[src/rtl/calc_sequencer_if.sv]
// ---------------------------------------------------------------------------
// calc_sequencer_if
// Command and response handshake bundle for calc_sequencer.
//   cmd_valid/cmd_ready : command offer / queue can accept
//   cmd_op/src/dst/imm/wb : command fields (ALU code, source reg, dest reg,
//                           immediate operand B, write-back enable)
//   rsp_valid/rsp_ready : result offer / consumer accepts
//   rsp_data/carry/err  : result fields
// Modports: master = command producer / response consumer,
//           slave  = the sequencer.
// ---------------------------------------------------------------------------
interface calc_sequencer_if;
    logic       cmd_valid;
    logic       cmd_ready;
    logic [2:0] cmd_op;
    logic [1:0] cmd_src;
    logic [1:0] cmd_dst;
    logic [3:0] cmd_imm;
    logic       cmd_wb;

    logic       rsp_valid;
    logic       rsp_ready;
    logic [3:0] rsp_data;
    logic       rsp_carry;
    logic       rsp_err;

    modport master (
        output cmd_valid, cmd_op, cmd_src, cmd_dst, cmd_imm, cmd_wb,
        input  cmd_ready,
        input  rsp_valid, rsp_data, rsp_carry, rsp_err,
        output rsp_ready
    );

    modport slave (
        input  cmd_valid, cmd_op, cmd_src, cmd_dst, cmd_imm, cmd_wb,
        output cmd_ready,
        output rsp_valid, rsp_data, rsp_carry, rsp_err,
        input  rsp_ready
    );
endinterface

[src/rtl/calc_sequencer.sv]
// ---------------------------------------------------------------------------
// calc_sequencer
// Queues commands and runs each one through an external register file and
// an external combinational ALU: read source register, execute with the
// immediate, optionally write the result back, then hand out a response.
//
// Ports:
//   clk, rst_n      : single clock, asynchronous active-low reset
//   bus (slave)     : command queue input and response output handshakes
//   rf_rd_addr/data : combinational register file read port
//   rf_wr_en/addr/data : register file write port (one cycle per write)
//   alu_a/b/control, alu_res/carry : combinational ALU port
//   busy            : FSM not idle or queue non-empty
//
// Parameter FIFO_DEPTH: command queue depth, legal values 2, 4, 8.
//
// Build option: define CALC_SEQ_ERR_CHECK_EN to reject op 3'b011; a rejected
// command skips its write and responds with rsp_err = 1, data 0, carry 0.
// Without it rsp_err is always 0 and op 3'b011 goes to the ALU as usual.
//
// FSM states:
//   state | meaning
//   IDLE  | wait for a queued command, pop head into working register
//   READ  | drive rf_rd_addr = src, capture operand A
//   EXEC  | drive ALU with operand / imm / op, capture result and carry
//   WRITE | one-cycle register file write when wb = 1 and not rejected
//   RESP  | hold response until rsp_ready
// ---------------------------------------------------------------------------
module calc_sequencer #(
    parameter int FIFO_DEPTH = 4
) (
    input  logic            clk,
    input  logic            rst_n,
    calc_sequencer_if.slave bus,
    output logic [1:0]      rf_rd_addr,
    input  logic [3:0]      rf_rd_data,
    output logic            rf_wr_en,
    output logic [1:0]      rf_wr_addr,
    output logic [3:0]      rf_wr_data,
    output logic [3:0]      alu_a,
    output logic [3:0]      alu_b,
    output logic [2:0]      alu_control,
    input  logic [3:0]      alu_res,
    input  logic            alu_carry,
    output logic            busy
);

    localparam int              PW        = $clog2(FIFO_DEPTH);
    localparam logic [PW:0]     DEPTH_CNT = (PW + 1)'(FIFO_DEPTH);
    localparam logic [PW-1:0]   LAST_PTR  = PW'(FIFO_DEPTH - 1);

    typedef struct packed {
        logic [2:0] op;
        logic [1:0] src;
        logic [1:0] dst;
        logic [3:0] imm;
        logic       wb;
    } cmd_t;

    typedef enum logic [2:0] {
        IDLE  = 3'd0,
        READ  = 3'd1,
        EXEC  = 3'd2,
        WRITE = 3'd3,
        RESP  = 3'd4
    } state_t;

    // -----------------------------------------------------------------------
    // Command queue
    // -----------------------------------------------------------------------
    cmd_t          fifo_mem [FIFO_DEPTH];
    logic [PW-1:0] wr_ptr;
    logic [PW-1:0] rd_ptr;
    logic [PW:0]   count;
    logic          full;
    logic          empty;
    logic          push;
    logic          pop;
    cmd_t          cmd_in;

    state_t        state;
    state_t        state_n;
    cmd_t          cur;
    logic [3:0]    operand;
    logic [3:0]    result;
    logic          carry_q;
    logic          err_q;
    logic          illegal;

    function automatic logic [PW-1:0] ptr_inc(input logic [PW-1:0] p);
        return (p == LAST_PTR) ? '0 : p + 1'b1;
    endfunction

    assign cmd_in = {bus.cmd_op, bus.cmd_src, bus.cmd_dst, bus.cmd_imm, bus.cmd_wb};

    assign full          = (count == DEPTH_CNT);
    assign empty         = (count == '0);
    assign bus.cmd_ready = ~full;
    // No bypass: a command always lands in the queue before the FSM sees it.
    assign push          = bus.cmd_valid & ~full;

    always_ff @(posedge clk) begin
        if (push) begin
            fifo_mem[wr_ptr] <= cmd_in;
        end
    end

    always_ff @(posedge clk or negedge rst_n) begin
        if (!rst_n) begin
            wr_ptr <= '0;
            rd_ptr <= '0;
            count  <= '0;
        end else begin
            if (push) begin
                wr_ptr <= ptr_inc(wr_ptr);
            end
            if (pop) begin
                rd_ptr <= ptr_inc(rd_ptr);
            end
            case ({push, pop})
                2'b10:   count <= count + 1'b1;
                2'b01:   count <= count - 1'b1;
                default: count <= count;
            endcase
        end
    end

    // -----------------------------------------------------------------------
    // Illegal-op detection (build option)
    // -----------------------------------------------------------------------
`ifdef CALC_SEQ_ERR_CHECK_EN
    assign illegal = (cur.op == 3'b011);
`else
    assign illegal = 1'b0;
`endif

    // -----------------------------------------------------------------------
    // FSM
    // -----------------------------------------------------------------------
    always_ff @(posedge clk or negedge rst_n) begin
        if (!rst_n) begin
            state <= IDLE;
        end else begin
            state <= state_n;
        end
    end

    // All outputs are decoded from the registered state, so an asynchronous
    // reset during WRITE drops rf_wr_en without waiting for a clock edge.
    always_comb begin
        state_n       = state;
        pop           = 1'b0;
        rf_rd_addr    = '0;
        alu_a         = '0;
        alu_b         = '0;
        alu_control   = '0;
        rf_wr_en      = 1'b0;
        rf_wr_addr    = '0;
        rf_wr_data    = '0;
        bus.rsp_valid = 1'b0;
        bus.rsp_data  = '0;
        bus.rsp_carry = 1'b0;
        bus.rsp_err   = 1'b0;

        case (state)
            IDLE: begin
                if (!empty) begin
                    pop     = 1'b1;
                    state_n = READ;
                end
            end
            READ: begin
                rf_rd_addr = cur.src;
                state_n    = EXEC;
            end
            EXEC: begin
                alu_a       = operand;
                alu_b       = cur.imm;
                alu_control = cur.op;
                state_n     = WRITE;
            end
            WRITE: begin
                if (cur.wb && !err_q) begin
                    rf_wr_en   = 1'b1;
                    rf_wr_addr = cur.dst;
                    rf_wr_data = result;
                end
                state_n = RESP;
            end
            RESP: begin
                bus.rsp_valid = 1'b1;
                bus.rsp_data  = result;
                bus.rsp_carry = carry_q;
                bus.rsp_err   = err_q;
                if (bus.rsp_ready) begin
                    state_n = IDLE;
                end
            end
            default: begin
                state_n = IDLE;
            end
        endcase
    end

    // -----------------------------------------------------------------------
    // Working register and captured operand / result
    // -----------------------------------------------------------------------
    always_ff @(posedge clk or negedge rst_n) begin
        if (!rst_n) begin
            cur     <= '0;
            operand <= '0;
            result  <= '0;
            carry_q <= 1'b0;
            err_q   <= 1'b0;
        end else begin
            if (pop) begin
                cur <= fifo_mem[rd_ptr];
            end
            if (state == READ) begin
                operand <= rf_rd_data;
            end
            if (state == EXEC) begin
                result  <= illegal ? 4'h0 : alu_res;
                carry_q <= illegal ? 1'b0 : alu_carry;
                err_q   <= illegal;
            end
        end
    end

    assign busy = (state != IDLE) || !empty;

endmodule

[src/flat_wrapper.sv]
// flat-port wrapper written by rule: the top's interface ports become plain ports
module calc_sequencer_flat 
#(
    parameter int FIFO_DEPTH = 4
)
  (clk, rst_n, rf_rd_addr, rf_rd_data, rf_wr_en, rf_wr_addr, rf_wr_data, alu_a, alu_b, alu_control, alu_res, alu_carry, busy, bus_cmd_valid, bus_cmd_op, bus_cmd_src, bus_cmd_dst, bus_cmd_imm, bus_cmd_wb, bus_cmd_ready, bus_rsp_valid, bus_rsp_data, bus_rsp_carry, bus_rsp_err, bus_rsp_ready);
  calc_sequencer_if bus_i ();
  input  logic clk;
  input  logic rst_n;
  output logic [1:0] rf_rd_addr;
  input  logic [3:0] rf_rd_data;
  output logic rf_wr_en;
  output logic [1:0] rf_wr_addr;
  output logic [3:0] rf_wr_data;
  output logic [3:0] alu_a;
  output logic [3:0] alu_b;
  output logic [2:0] alu_control;
  input  logic [3:0] alu_res;
  input  logic alu_carry;
  output logic busy;
  input wire logic [$bits(bus_i.cmd_valid)-1:0] bus_cmd_valid;
  input wire logic [$bits(bus_i.cmd_op)-1:0] bus_cmd_op;
  input wire logic [$bits(bus_i.cmd_src)-1:0] bus_cmd_src;
  input wire logic [$bits(bus_i.cmd_dst)-1:0] bus_cmd_dst;
  input wire logic [$bits(bus_i.cmd_imm)-1:0] bus_cmd_imm;
  input wire logic [$bits(bus_i.cmd_wb)-1:0] bus_cmd_wb;
  output wire logic [$bits(bus_i.cmd_ready)-1:0] bus_cmd_ready;
  output wire logic [$bits(bus_i.rsp_valid)-1:0] bus_rsp_valid;
  output wire logic [$bits(bus_i.rsp_data)-1:0] bus_rsp_data;
  output wire logic [$bits(bus_i.rsp_carry)-1:0] bus_rsp_carry;
  output wire logic [$bits(bus_i.rsp_err)-1:0] bus_rsp_err;
  input wire logic [$bits(bus_i.rsp_ready)-1:0] bus_rsp_ready;
  assign bus_i.cmd_valid = bus_cmd_valid;
  assign bus_i.cmd_op = bus_cmd_op;
  assign bus_i.cmd_src = bus_cmd_src;
  assign bus_i.cmd_dst = bus_cmd_dst;
  assign bus_i.cmd_imm = bus_cmd_imm;
  assign bus_i.cmd_wb = bus_cmd_wb;
  assign bus_cmd_ready = bus_i.cmd_ready;
  assign bus_rsp_valid = bus_i.rsp_valid;
  assign bus_rsp_data = bus_i.rsp_data;
  assign bus_rsp_carry = bus_i.rsp_carry;
  assign bus_rsp_err = bus_i.rsp_err;
  assign bus_i.rsp_ready = bus_rsp_ready;
  calc_sequencer #(.FIFO_DEPTH(FIFO_DEPTH)) u_core (.clk(clk), .rst_n(rst_n), .bus(bus_i), .rf_rd_addr(rf_rd_addr), .rf_rd_data(rf_rd_data), .rf_wr_en(rf_wr_en), .rf_wr_addr(rf_wr_addr), .rf_wr_data(rf_wr_data), .alu_a(alu_a), .alu_b(alu_b), .alu_control(alu_control), .alu_res(alu_res), .alu_carry(alu_carry), .busy(busy));
endmodule
[config.mk]
export PLATFORM = sky130hd
export DESIGN_NAME = calc_sequencer_flat
export DESIGN_NICKNAME = d
export VERILOG_FILES = /design/src/rtl/calc_sequencer_if.sv /design/src/rtl/calc_sequencer.sv /design/src/flat_wrapper.sv
export SDC_FILE = /design/constraint.sdc
export NUM_CORES = 1
export LEC_CHECK = 0
export CORE_MARGIN = 3
export CORE_UTILIZATION = 53
export CTS_CLUSTER_SIZE = 24
export DETAILED_ROUTE_END_ITERATION = 12
export PLACE_DENSITY = 0.8
export SLEW_MARGIN = 10
export SYNTH_ARGS = -nofsm -noshare
export SYNTH_HDL_FRONTEND = slang
export SYNTH_SLANG_ARGS = --single-unit
[constraint.sdc]
create_clock -name clk -period 3.15 [get_ports clk]
set_input_delay 0.63 -clock clk [delete_from_list [all_inputs] [get_ports clk]]
set_output_delay 0.63 -clock clk [all_outputs]
set_load 0.005 [all_outputs]
==> results.yml <==
sta:
  finalSetupViolations: 0
  tns_ns: 0
  finalHoldViolCount: 0
  rsz0062_at_grt: "false"
  worst_slew_pin_slew_ns: 0.811
  maxSlewViolCount: 0
  finalCriticalPeriod_ns: 2.81
  period_share_pct: 89.3
  fin_hold_ws_ns: 0.513
  fin_skew_ns: 0.00706
  worst_slack_ns: 0.337
  max_freq_mhz: 355
  slew_headroom_pct: 46.0
worst_hold_path:
  hp-class: "reg2reg"
  hp-start: "u_core.operand[1]"
  hold_end: "u_core.operand[1]"
  hold_depth: 1
final_layout:
  layout_commonest_cell: "clkdlybuf4s50_1"
  drive_gt1_share_pct: 22.4
  fill_cells: 420
  final_util_pct: 67.9
  nNetsFinal: 281
  area_growth_syn_to_layout_pct: 22.6
  n_antenna_cell: 0
  mostFrequentLayoutCells: "52 x clkdlybuf4s50_1, 48 x edfxtp_1, 31 x dfrtp_1"
power_and_ir_drop:
  internal-power_uw: 2580
  power_switching_share_pct: 30.9
  ir_worst_vdd_mv: 0.398
  p_per_area_mw_per_mm2: 918
  switchingPower_uw: 1150
  combPwrFrac_pct: 35.3
  p_leak_uw: 0.00160
  pwr-share-seq_pct: 45.9
  pwr-share-clk_pct: 18.8
  p_total_uw: 3730
placed_design:
  dp_hpwl_microns: 3690
  place_congestion: 0.703
  dpl_worst_slack_ns: 0.669
  portBuffers: 52
clocking:
  hold_buffers: 0
  cts_resized: 0
  clk_latency_ns: 0.35
  clock_sinks: 79
  clockBufferDepth: 2
  cts_buffers: 9
  cts_root_buffer: "clkbuf_8"
  postCtsSetupRepairBufs: 0
  cts_tree: "yes"
  cts_max_level: 3
  clkTransAtPathRegs_ns: 0.09
routing:
  vias: 1738
  wl_per_cell_microns: 16.3
  drt-total-wl_microns: 5370
  drtIter0Drc: 105
  drc_errors: 0
  drt.antenna.violating_nets: 0
  viasPerCell: 5.28
  drt_pass1_iterations: 4
synth:
  synth_nets: 226
  synth.distinct_cells: 30
  synth_seq_cells: 79
  postSynthAreaPerCell_sq_um: 17.1
  syn_area_sq_mm: 0.00332
  synthCells: 194
  ys_seq_area_share_pct: 66.8
  yosys_warnings: 0
setup_path:
  arrival_ns: 2.18
  rr_worst_depth: 8
  cp-start-kind: "register"
  r2r-end: "u_core.count[2]"
  reg2reg_slack_ns: 0.87
  path_max_fanout: 18
  reg2reg_from: "u_core.state[1]"
  cp-startpoint: "u_core.state[1]"
  cp.required_ns: 2.52
  end_kind: "primary output"
  path_class: "reg2out"
grt:
  track_usage_pct: 16.0
  grt_pass1_vias: 1816
  grt_max_degree: 32
  grt_pass1_wl_microns: 8830
  antenna_found_initial: 0
  grt_overflow: 0
floorplanning:
  dieArea_sq_mm: 0.00725
  ioPinCount: 54
  die_h_microns: 85.1
  start_util_pct: 55.4
  core_area_sq_mm: 0.00599
  num_rows: 28
  die_w_microns: 85.1
outcome:
  status: "complete, no violations"
flow_run:
  cap_viol_max_count: 0
## cells by family after synthesis
family,count (synthesis),share of synthesized area [%]
adder cells (fa/ha/maj),7,2.86
buffers and inverters,19,3.05
multiplexers,38,17.9
other,1,0.113
AO/OA/AOI/OAI,1,0.151
AND/OR/NAND/NOR,46,8.29
XOR/XNOR,3,0.792
flip-flops,79,66.8
## cell usage after synthesis (all sizes together)
cell type / count / area [sq um]
xnor2: 1 / 8.76
conb: 1 / 3.75
nor2b: 2 / 12.5
or4: 1 / 7.51
mux2: 25 / 315
and2: 15 / 93.8
nor3: 2 / 10.0
dfrtp: 31 / 776
or3b: 1 / 8.76
nor2: 4 / 15.0
or2: 1 / 6.26
o21ai: 1 / 5.00
nor4: 1 / 6.26
mux4: 12 / 270
buf: 6 / 52.6
mux2i: 1 / 10.0
xor2: 2 / 17.5
and3: 16 / 100
ha: 6 / 75.1
fa: 1 / 20.0
inv: 8 / 30.0
nand2: 2 / 7.51
nor3b: 1 / 7.51
clkbuf: 5 / 18.8
edfxtp: 48 / 1440
## registers in the layout (all words and copies together), names as in the netlist
| name | flops |
|---|---|
| u_core.fifo_mem | 48 |
| u_core.cur | 12 |
| u_core.operand | 4 |
| u_core.result | 4 |
| u_core.count | 3 |
| u_core.state | 3 |
| u_core.rd_ptr | 2 |
| u_core.wr_ptr | 2 |
| u_core.carry_q | 1 |
## power groups by stage
stage                     combinational, uW  sequential, uW  clock (uW)
after floorplan                        1080            1590           0
after global placement                 1300            1720           0
after detailed placement               1340            1740           0
after CTS                              1340            1720         720
after global routing                   1450            1770         761
final                                  1320            1710         704
## per-layer routing
metal | track usage, % | up-vias | routed length, microns
li1 | - | 822 | -
met1 | 21.7 | 842 | 2320
met2 | 23.9 | 66 | 2570
met3 | 4.66 | 8 | 361
met4 | 8.06 | 0 | 119
met5 | 0 | - | 0
## through the flow
| step | std cells | cell area [sq um] |
|---|---|---|
| after floorplan | 194 | 3320 |
| after global placement | 313 | 3880 |
| after detailed placement | 313 | 3880 |
| after CTS | 329 | 4070 |
| after global routing | 329 | 4070 |
| final | 329 | 4070 |
## worst max path at each step
stage	end	slack, ns	depth (start not counted)
2_1_floorplan	u_core.count[2]	0.86	10
3_3_place_gp	u_core.count[2]	0.78	9
3_5_place_dp	bus_rsp_data[2]	0.67	3
4_1_cts	bus_rsp_data[2]	0.28	3
5_1_grt	bus_rsp_carry	0.16	3
6_report	bus_rsp_data[2]	0.34	3
## area by class of cell
cell class              instances  area, sq um  share of cell area [%]
inverters                       8         30.0                   0.738
flip-flops and latches         79         2220                    54.5
multi-input cells              96         1000                    24.6
clock inverters                 7         60.1                    1.48
well taps                      75         93.8                    2.31
clock buffers                   9          124                    3.04
repair buffers                 55          543                    13.3
## critical path: stages, from the launching register on
cell and delay, ns:
dfrtp_1 0.54, nor3b_1 0.58, and2_1 0.22, clkdlybuf4s50_1 0.50
Power figures use the tool's default switching activity.
